`config.mk`:
```
export PLATFORM = sky130hd
export DESIGN_NAME = sm83_clock_gen
export DESIGN_NICKNAME = d
export VERILOG_FILES = /design/src/rtl/sm83_clk_pkg.sv /design/src/rtl/sm83_sync2.sv /design/src/rtl/sm83_clock_gen.sv
export SDC_FILE = /design/constraint.sdc
export NUM_CORES = 1
export LEC_CHECK = 0
export ABC_AREA = 1
export CORE_MARGIN = 10
export CORE_UTILIZATION = 30
export DETAILED_ROUTE_END_ITERATION = 10
export PLACE_DENSITY = 0.62
export SYNTH_ARGS = -nofsm -noshare
export SYNTH_HDL_FRONTEND = slang
export SYNTH_SLANG_ARGS = --single-unit
```
`constraint.sdc`:
```
create_clock -name CLK -period 3.6 [get_ports CLK]
set_input_delay 0.54 -clock CLK [delete_from_list [all_inputs] [get_ports CLK]]
set_output_delay 0.54 -clock CLK [all_outputs]
set_load 0.03 [all_outputs]
```
`src/rtl/sm83_clk_pkg.sv`:
```
// sm83_clk_pkg
//   Shared types and constants for the SM83 phase-clock generator:
//   controller state encoding, phase counter width, parameter defaults and
//   the per-phase CLK1..CLK9 level table.
package sm83_clk_pkg;

  typedef enum logic [2:0] {
    ST_WAIT_OSC = 3'd0,
    ST_WARMUP   = 3'd1,
    ST_RUN      = 3'd2,
    ST_CLKSTOP  = 3'd3,
    ST_OSCSTOP  = 3'd4
  } clk_state_e;

  localparam int PHASE_W      = 3;
  localparam int NUM_CLKS     = 9;
  localparam int DEF_WARMUP   = 16;
  localparam int DEF_RST_MCYC = 2;

  // Row p gives the CLK levels during phase p; bit n-1 drives CLKn.
  localparam logic [7:0][NUM_CLKS-1:0] PHASE_MASK = {
    9'b101000010,  // 7: CLK2 CLK7 CLK9
    9'b011000010,  // 6: CLK2 CLK7 CLK8
    9'b100100010,  // 5: CLK2 CLK6 CLK9
    9'b010100110,  // 4: CLK2 CLK3 CLK6 CLK8
    9'b100010101,  // 3: CLK1 CLK3 CLK5 CLK9
    9'b010010101,  // 2: CLK1 CLK3 CLK5 CLK8
    9'b100001101,  // 1: CLK1 CLK3 CLK4 CLK9
    9'b010001001   // 0: CLK1 CLK4 CLK8
  };

  function automatic logic [NUM_CLKS-1:0] phase_mask(input logic [PHASE_W-1:0] p);
    return PHASE_MASK[p];
  endfunction

endpackage

```
`src/rtl/sm83_sync2.sv`:
```
// sm83_sync2
//   Two-flop synchronizer for a single asynchronous level.
//   i_clk   : destination clock
//   i_rst_n : asynchronous active-low reset, clears both flops
//   i_d     : asynchronous input
//   o_q     : synchronized output, two cycles of latency
module sm83_sync2 (
  input  logic i_clk,
  input  logic i_rst_n,
  input  logic i_d,
  output logic o_q
);

  logic r_meta;
  logic r_q;

  always_ff @(posedge i_clk or negedge i_rst_n) begin
    if (!i_rst_n) begin
      r_meta <= 1'b0;
      r_q    <= 1'b0;
    end else begin
      r_meta <= i_d;
      r_q    <= r_meta;
    end
  end

  assign o_q = r_q;

endmodule

```
`src/rtl/sm83_clock_gen.sv`:
```
// sm83_clock_gen
//   Oscillator warmup, eight-phase M-cycle sequencer and core reset control
//   for the SM83 core. CLK1..CLK9 are registered data levels, not clocks.
//   CLK        : master clock
//   nRESET     : asynchronous active-low reset
//   OSC_STABLE : pad oscillator-stable flag (async)
//   RST_PAD    : external reset request, active-high (async)
//   CLK_ENA    : core request, 0 stops the phase clocks at an M-cycle end
//   OSC_ENA    : core request, 0 enters STOP (oscillator off)
//   WAKE       : wake from STOP (async)
//   CLK1..CLK9 : phase clock levels
//   SYNC_RESET : synchronous core reset, active-high
//   PHASE      : current phase 0..7
//   RUNNING    : high while sequencing phases
module sm83_clock_gen
  import sm83_clk_pkg::*;
#(
  parameter int WARMUP   = DEF_WARMUP,
  parameter int RST_MCYC = DEF_RST_MCYC
) (
  input  logic               CLK,
  input  logic               nRESET,
  input  logic               OSC_STABLE,
  input  logic               RST_PAD,
  input  logic               CLK_ENA,
  input  logic               OSC_ENA,
  input  logic               WAKE,
  output logic               CLK1,
  output logic               CLK2,
  output logic               CLK3,
  output logic               CLK4,
  output logic               CLK5,
  output logic               CLK6,
  output logic               CLK7,
  output logic               CLK8,
  output logic               CLK9,
  output logic               SYNC_RESET,
  output logic [PHASE_W-1:0] PHASE,
  output logic               RUNNING
);

  localparam int WCW = $clog2(WARMUP + 1);
  localparam int RCW = $clog2(RST_MCYC + 1);

  logic w_osc_s, w_rst_s, w_wake_s;

  sm83_sync2 u_sync_osc  (.i_clk(CLK), .i_rst_n(nRESET), .i_d(OSC_STABLE), .o_q(w_osc_s));
  sm83_sync2 u_sync_rst  (.i_clk(CLK), .i_rst_n(nRESET), .i_d(RST_PAD),    .o_q(w_rst_s));
  sm83_sync2 u_sync_wake (.i_clk(CLK), .i_rst_n(nRESET), .i_d(WAKE),       .o_q(w_wake_s));

  clk_state_e          r_state, w_state_nxt;
  logic [WCW-1:0]      r_wcnt, w_wcnt_nxt;
  logic [PHASE_W-1:0]  r_phase, w_phase_nxt;
  logic [NUM_CLKS-1:0] r_clk, w_clk_nxt;
  logic                r_sync_rst, w_sync_rst_nxt;
  logic [RCW-1:0]      r_rcnt, w_rcnt_nxt;
  logic                r_clean, w_clean_nxt;
  logic                w_ph7, w_warm_done, w_boundary;

  assign w_ph7       = (r_phase == {PHASE_W{1'b1}});
  assign w_warm_done = (r_wcnt == WCW'(WARMUP - 1));
  // A 7 -> 0 wrap that stays in RUN; the only point reset may release.
  assign w_boundary  = (r_state == ST_RUN) && w_ph7 && (w_state_nxt == ST_RUN);

  // State register
  always_ff @(posedge CLK or negedge nRESET) begin
    if (!nRESET) r_state <= ST_WAIT_OSC;
    else         r_state <= w_state_nxt;
  end

  // Next-state logic; stop requests are only honoured at phase 7 so an
  // M-cycle is always emitted whole.
  always_comb begin
    w_state_nxt = r_state;
    case (r_state)
      ST_WAIT_OSC: if (w_osc_s) w_state_nxt = ST_WARMUP;
      ST_WARMUP: begin
        if (!w_osc_s)         w_state_nxt = ST_WAIT_OSC;
        else if (w_warm_done) w_state_nxt = ST_RUN;
      end
      ST_RUN: begin
        if (w_ph7) begin
          if (!OSC_ENA)      w_state_nxt = ST_OSCSTOP;
          else if (!CLK_ENA) w_state_nxt = ST_CLKSTOP;
        end
      end
      ST_CLKSTOP: if (CLK_ENA)  w_state_nxt = ST_RUN;
      ST_OSCSTOP: if (w_wake_s) w_state_nxt = ST_WAIT_OSC;
      default:    w_state_nxt = ST_WAIT_OSC;
    endcase
  end

  // Output / datapath next values
  always_comb begin
    w_wcnt_nxt = '0;
    if (r_state == ST_WARMUP && w_state_nxt == ST_WARMUP) w_wcnt_nxt = r_wcnt + 1'b1;

    // Phase restarts at 0 on every entry into RUN and is parked at 0 outside.
    w_phase_nxt = '0;
    if (r_state == ST_RUN && w_state_nxt == ST_RUN) w_phase_nxt = r_phase + 1'b1;

    // Decode the phase that will be current next cycle, so the registered
    // CLKn line up with PHASE.
    w_clk_nxt = '0;
    if (w_state_nxt == ST_RUN) w_clk_nxt = phase_mask(w_phase_nxt);

    // r_clean: no synced RST_PAD seen so far in the current M-cycle.
    // SYNC_RESET is never set by a state change, so a STOP wake re-warms
    // the oscillator without resetting the core.
    w_sync_rst_nxt = r_sync_rst;
    w_rcnt_nxt     = r_rcnt;
    w_clean_nxt    = r_clean;
    if (r_state == ST_WARMUP) begin
      w_rcnt_nxt  = '0;
      w_clean_nxt = 1'b1;
    end else if (r_state == ST_RUN) begin
      if (w_ph7) begin
        w_clean_nxt = 1'b1;
        if (w_boundary && r_clean && !w_rst_s && r_sync_rst) begin
          if (r_rcnt == RCW'(RST_MCYC - 1)) w_sync_rst_nxt = 1'b0;
          else                              w_rcnt_nxt     = r_rcnt + 1'b1;
        end
      end else if (w_rst_s) begin
        w_clean_nxt = 1'b0;
      end
    end
    if (w_rst_s) begin
      w_sync_rst_nxt = 1'b1;
      w_rcnt_nxt     = '0;
    end
  end

  always_ff @(posedge CLK or negedge nRESET) begin
    if (!nRESET) begin
      r_wcnt     <= '0;
      r_phase    <= '0;
      r_clk      <= '0;
      r_sync_rst <= 1'b1;
      r_rcnt     <= '0;
      r_clean    <= 1'b0;
    end else begin
      r_wcnt     <= w_wcnt_nxt;
      r_phase    <= w_phase_nxt;
      r_clk      <= w_clk_nxt;
      r_sync_rst <= w_sync_rst_nxt;
      r_rcnt     <= w_rcnt_nxt;
      r_clean    <= w_clean_nxt;
    end
  end

  assign {CLK9, CLK8, CLK7, CLK6, CLK5, CLK4, CLK3, CLK2, CLK1} = r_clk;
  assign PHASE      = r_phase;
  assign SYNC_RESET = r_sync_rst;
  assign RUNNING    = (r_state == ST_RUN);

endmodule

```
### Word-level counts from Yosys, hierarchy flattened

Memory sizes are Yosys's and may differ from the RTL's.
Index checks and enable logic that the tools add are counted.

* add/subtract/negate cells: 3
* $mul: 0
* divide/modulo/power cells: 0
* order comparisons: 1
* equality and inequality tests: 11
* shift operators: 0
* multiplexer cells: 29
* bitwise gates (word level): 0
* reductions and logical operators: 20

Operator list (number)
* 2-to-1 mux 3 bit: 9
* 2-to-1 mux 9 bit: 2
* one-hot mux 3 bit (5 select lines): 1
* 2-to-1 mux 2 bit: 6
* 2-to-1 mux 1 bit: 10
* nonzero test 2 bit: 5
* == test 3 x 2 -> 1 bit (second input constant): 3
* nonzero test 3 bit: 3
* logical AND 1 bit: 7
* == test 3 x 1 -> 1 bit (second input constant): 2
* == test 3 bit (second input constant): 2
* adder 5 x 1 -> 5 bit (second input constant): 1
* == test 5 x 4 -> 1 bit (second input constant): 1
* 2-to-1 mux 5 bit: 1
* AND reduction 5 bit: 1
* less-than comparator 3 x 4 -> 1 bit (second input constant): 1
* AND reduction 4 bit: 1
* adder 3 x 1 -> 3 bit (second input constant): 1
* logical NOT 3 bit: 1
* != test 3 x 2 -> 1 bit (second input constant): 1
* adder 2 x 1 -> 2 bit (second input constant): 1
* == test 2 x 1 -> 1 bit (second input constant): 1
* != test 2 x 1 -> 1 bit (second input constant): 1
* AND reduction 2 bit: 1
* logical NOT 1 bit: 1

* register bits: 30
* bits in latches: 0
* memory bits (writable): 0
* memory bits (read-only): 72
* output and inout port bits: 14
* memories: 1

Memories
* (no name shown): words 8, width 9, read ports 1, clocked after Yosys merged registers in 0, wr ports 0, RTL line sm83_clk_pkg.sv:33 `return PHASE_MASK[p];`

### Depth between registers and ports, before layout

* depth in word-level cells: 14
* gate-level depth with buffers: 13
* depth with buffers taken out: 13

### Modules after synthesis

A second synthesis with hierarchy kept.

* cells, all modules: 137
* area, all modules: 1308.8 um^2

By module, submodules not included
* sm83_clock_gen: instances 1, cells an instance 131, area an instance 1158.6 um^2, sequential area each 601.8 um^2
* sm83_sync2: instances 3, cells an instance 2, area an instance 50.0 um^2, sequential area each 50.0 um^2

### Worst setup path before layout

Ideal clock, no wire load.

* kind: flip-flop to flip-flop
* from: register r_phase[0] (netlist: PHASE[0])
* to: register r_clk[7]
* data arrival time: 1.704 ns
* data required time: 3.483 ns
* path slack: 1.780 ns
* cell stages (with the launch flop): 11
* path buffers: 0
* period minus slack after synthesis: 1.820 ns
* cell sequence: dfrtp_1 > ha_1 > ha_1 > a21oi_1 > nor2_2 > nor2_4 > nand2_2 > nor2_2 > inv_2 > nor2_4 > nor2_1

* word-level cells in the longest chain between the ends: 9
* elaborated cells on any way between the ends: 10

RTL lines
* start, declared: RTL line sm83_clock_gen.sv:53 `logic [PHASE_W-1:0] r_phase, w_phase_nxt;`
* start signal, assigned: RTL line sm83_clock_gen.sv:143 `r_phase <= w_phase_nxt;`
* == test 3 bit: RTL line sm83_clock_gen.sv:60 `assign w_ph7 = (r_phase == {PHASE_W{1'b1}});`
* 2-to-1 mux 3 bit: RTL line sm83_clock_gen.sv:82 `if (w_ph7) begin`
* one-hot mux 3 bit (5 select lines): RTL line sm83_clock_gen.sv:75 `case (r_state)`
* == test 3 x 2 -> 1 bit: RTL line sm83_clock_gen.sv:100 `if (r_state == ST_RUN && w_state_nxt == ST_RUN) w_phase_nxt = r_phase + 1'b1;`
* logical AND 1 bit: RTL line sm83_clock_gen.sv:100
* 2-to-1 mux 3 bit *: RTL line sm83_clock_gen.sv:100
* via w_phase_nxt[0]: RTL line sm83_clock_gen.sv:53
* memory read (8 x 9 bit) *
* 2-to-1 mux 9 bit (not written as such) *: RTL line sm83_clk_pkg.sv:33
* 2-to-1 mux 9 bit *: RTL line sm83_clock_gen.sv:105 `if (w_state_nxt == ST_RUN) w_clk_nxt = phase_mask(w_phase_nxt);`
* via w_clk_nxt[7]: RTL line sm83_clock_gen.sv:54 `logic [NUM_CLKS-1:0] r_clk, w_clk_nxt;`
* end signal, assigned: RTL line sm83_clock_gen.sv:144 `r_clk <= w_clk_nxt;`
* end, declared: RTL line sm83_clock_gen.sv:54

The timed path passes the listed nets; every way through them passes the cells marked *. The select of a mux whose other input is x is not followed.
A chain may end at the register's enable or synchronous reset.

### Worst setup path in the final report

* from: register r_state[0]
* to: output RUNNING

* word-level cells in the longest chain between the ends: 1

RTL lines
* start, declared: RTL line sm83_clock_gen.sv:51 `clk_state_e r_state, w_state_nxt;`
* start signal, assigned: RTL line sm83_clock_gen.sv:68 `else r_state <= w_state_nxt;`
* == test 3 x 2 -> 1 bit: RTL line sm83_clock_gen.sv:154 `assign RUNNING = (r_state == ST_RUN);`
* end, declared: RTL line sm83_clock_gen.sv:39 `output logic RUNNING`

No other way between the ends.

==> results.yml <==
floorplanning:
  start_util_pct: 31.36
  die_x_um: 85.13
  die_area_um2: 7246
  rows: 23
  die_h_um: 85.13
  pin_count: 21
  core_area_um2: 4058
sta:
  fin_tns_setup_ns: 0
  fin_ws_ns: 1.277
  slew_headroom_pct: 75.27
  fin_skew_ns: 0.004477
  holdWs_ns: 0.3462
  worst_pin_slew_ns: 0.3709
  clock.fmax_mhz: 430.4
  setup_viol: 0
  hold_viol_final: 0
  rsz0062_at_grt: "false"
  finalCritPeriodShare_pct: 64.54
  maxSlewViolCount: 0
  min_period_ns: 2.323
detailed_routing:
  antenna_left: 0
  wl_mm: 2.445
  first_iter_violations: 37
  vias: 881
  drc_errors: 0
  wire_per_inst_um: 12.16
  drtPass1Iterations: 4
  via_per_inst: 4.383
clocking:
  numCtsBuffers: 5
  cts_tree: "yes"
  post_cts_resized: 0
  clock_latency_ns: 0.28
  cts_sinks: 30
  clockBufferDepth: 2
  hold_buffers: 0
  cts_max_level: 2
  root_buffer: "clkbuf_8"
  clk_pin_slew_ns: 0.06
  cts_setup_buffers: 0
placed_design:
  port_buffers: 20
  dp_hpwl_mm: 1.898
  dp.cells: 194
  gp_congestion: 0.7871
  pre_cts_ws_ns: 1.561
finish:
  fill_cells: 399
  multiInputGateArea_um2: 434.2
  drive_gt1_share_pct: 16.56
  nets: 163
  diodes: 0
  instances_no_fill: 201
  regArea_um2: 752.0
  syn2layout_area_growth_pct: 27.24
logic_synthesis:
  synth_nets: 135
  synth_edf_count: 0
  synth.area.top_cells: "dfrtp_1, inv_1, ha_1"
  yosysUniqueCellTypes: 25
  syn_inst: 123
  synth_seq_cells: 30
  yosysTopAreaCellShare_pct: 57.03
  dominantRegCellSynth: "dfrtp_1"
  netlist_area_um2: 1272
  yosysSeqAreaShare_pct: 59.10
  yosysMostFrequentCell: "dfrtp_1"
  yosysTopAreaCell: "dfrtp_1"
  async_reset_ff_share_pct: 100.0
  netlist_top_cells_count: "dfrtp_1, inv_1, nor2_1"
  syn_avg_cell_area_um2: 10.35
  synth_warnings: 0
worst_setup_path:
  arrival_ns: 1.78
  crit_path_start_kind: "flop"
  cp_top_family: "buffers and inverters"
  end_kind: "primary output"
  cp_cell_sequence: "nor2_2 > nand2_2 > inv_2 > clkdlybuf4s50_1"
  path_max_fanout: 7
  crit_required_ns: 3.06
  max_stage_delay_ns: 0.68
  worst-path-buf-inv: 2
  crit_type: "flop to primary output"
  cpMaxStageDelayCell: "clkdlybuf4s50_1"
global_routing:
  antenna_found_initial: 0
  grt_pass1_wl_mm: 4.347
  first_global_vias: 970
  grt_max_degree: 31
  grt_use_total_pct: 7.541
  grt_overflow_total: 0
pwr:
  power.density_nw_per_um2: 382.1
  vdd_drop_max_v: 0.0001790
  leakage_nw: 0.7879
hold_path:
  hold_class: "flop to flop"
job:
  max-cap-violations: 0
outcome:
  status: "complete, no violations"
report_power, final:
| group | leakage (nW) | switching, W | internal [W] |
|---|---|---|---|
| sequential | 0.392 | 0.00000467 | 0.000344 |
| combinational | 0.357 | 0.0000161 | 0.0000122 |
| clock | 0.0383 | 0.000109 | 0.000132 |
| total | 0.788 | 0.000130 | 0.000489 |
kinds of logic after synthesis:
| group | after synthesis | synth area share [%] |
|---|---|---|
| fa+ha+maj | 5 | 4.916 |
| flops | 30 | 59.10 |
| simple gates | 59 | 25.76 |
| xor+xnor | 1 | 0.6884 |
| buf+inv | 23 | 6.785 |
| compound gates | 5 | 2.753 |
metal layers:
layer / vias up / GRT usage [%] / part of all wire [%]
met1: 418 / 8.194 / 42
met2: 17 / 11.58 / 50
met3: 6 / 4.015 / 6.2
li1: 440 / - / -
met5: - / 0 / 0
met4: 0 / 4.042 / 2.1
worst register-to-register path: stages, from the launching register on:
cell     delay (ns)
dfrtp_1        0.45
ha_1           0.23
ha_1           0.23
a21oi_1        0.18
nor2_2         0.07
nor2_4         0.14
nand4_1        0.24
nor2_1         0.17
nor2_1         0.06
state kept, by name (all words and copies together) (netlist names):
signal              count
u_sync_osc.o_q          1
r_clk                   9
u_sync_wake.r_meta      1
PHASE                   3
SYNC_RESET              1
r_wcnt                  5
r_rcnt                  2
u_sync_rst.o_q          1
u_sync_rst.r_meta       1
u_sync_wake.o_q         1
r_state                 3
u_sync_osc.r_meta       1
r_clean                 1
metrics by stage:
| stage | power (W) | cell area, um^2 | util, % |
|---|---|---|---|
| floorplan | 0.0003658 | 1272 | - |
| global placement | 0.0003817 | 1543 | 38.02 |
| detailed placement | 0.0003837 | 1543 | 38.02 |
| CTS | 0.0006313 | 1619 | 39.90 |
| global route | 0.0006551 | 1619 | 39.90 |
| finish | 0.0006186 | 1619 | 39.90 |
final cells by class:
class / instances / share of cell area, %
Tap cell: 50 / 3.864
Timing Repair Buffer: 21 / 12.83
Multi-Input combinational cell: 70 / 26.82
Sequential cell: 30 / 46.45
Inverter: 23 / 5.332
Clock buffer: 7 / 4.714
placed cells by master (no fill, tap or decap), drive strengths merged:
cell type	instances
a21oi	1
buf	1
clkbuf	7
clkdlybuf4s50	20
dfrtp	29
dfstp	1
ha	5
inv	23
nand2	18
nand3	7
nand3b	2
nand4	4
nor2	23
nor3	3
nor3b	1
o2111ai	1
o21ai	1
o31ai	1
o32ai	1
or2	1
xor2	1
worst paths after layout:
kind                                    from              to  slack [ns]  depth (start not counted)
max                               r_state[0]         RUNNING        1.28                          4
min                        u_sync_osc.r_meta  u_sync_osc.o_q        0.35                          0
max reg2reg                         PHASE[0]        r_clk[2]        1.72                          8
min reg2reg                u_sync_osc.r_meta  u_sync_osc.o_q        0.35                          0
max in group asynchronous             nRESET      SYNC_RESET        2.65                          2
min in group asynchronous             nRESET       r_rcnt[1]        0.64                          2
Power figures use the tool's default switching activity.
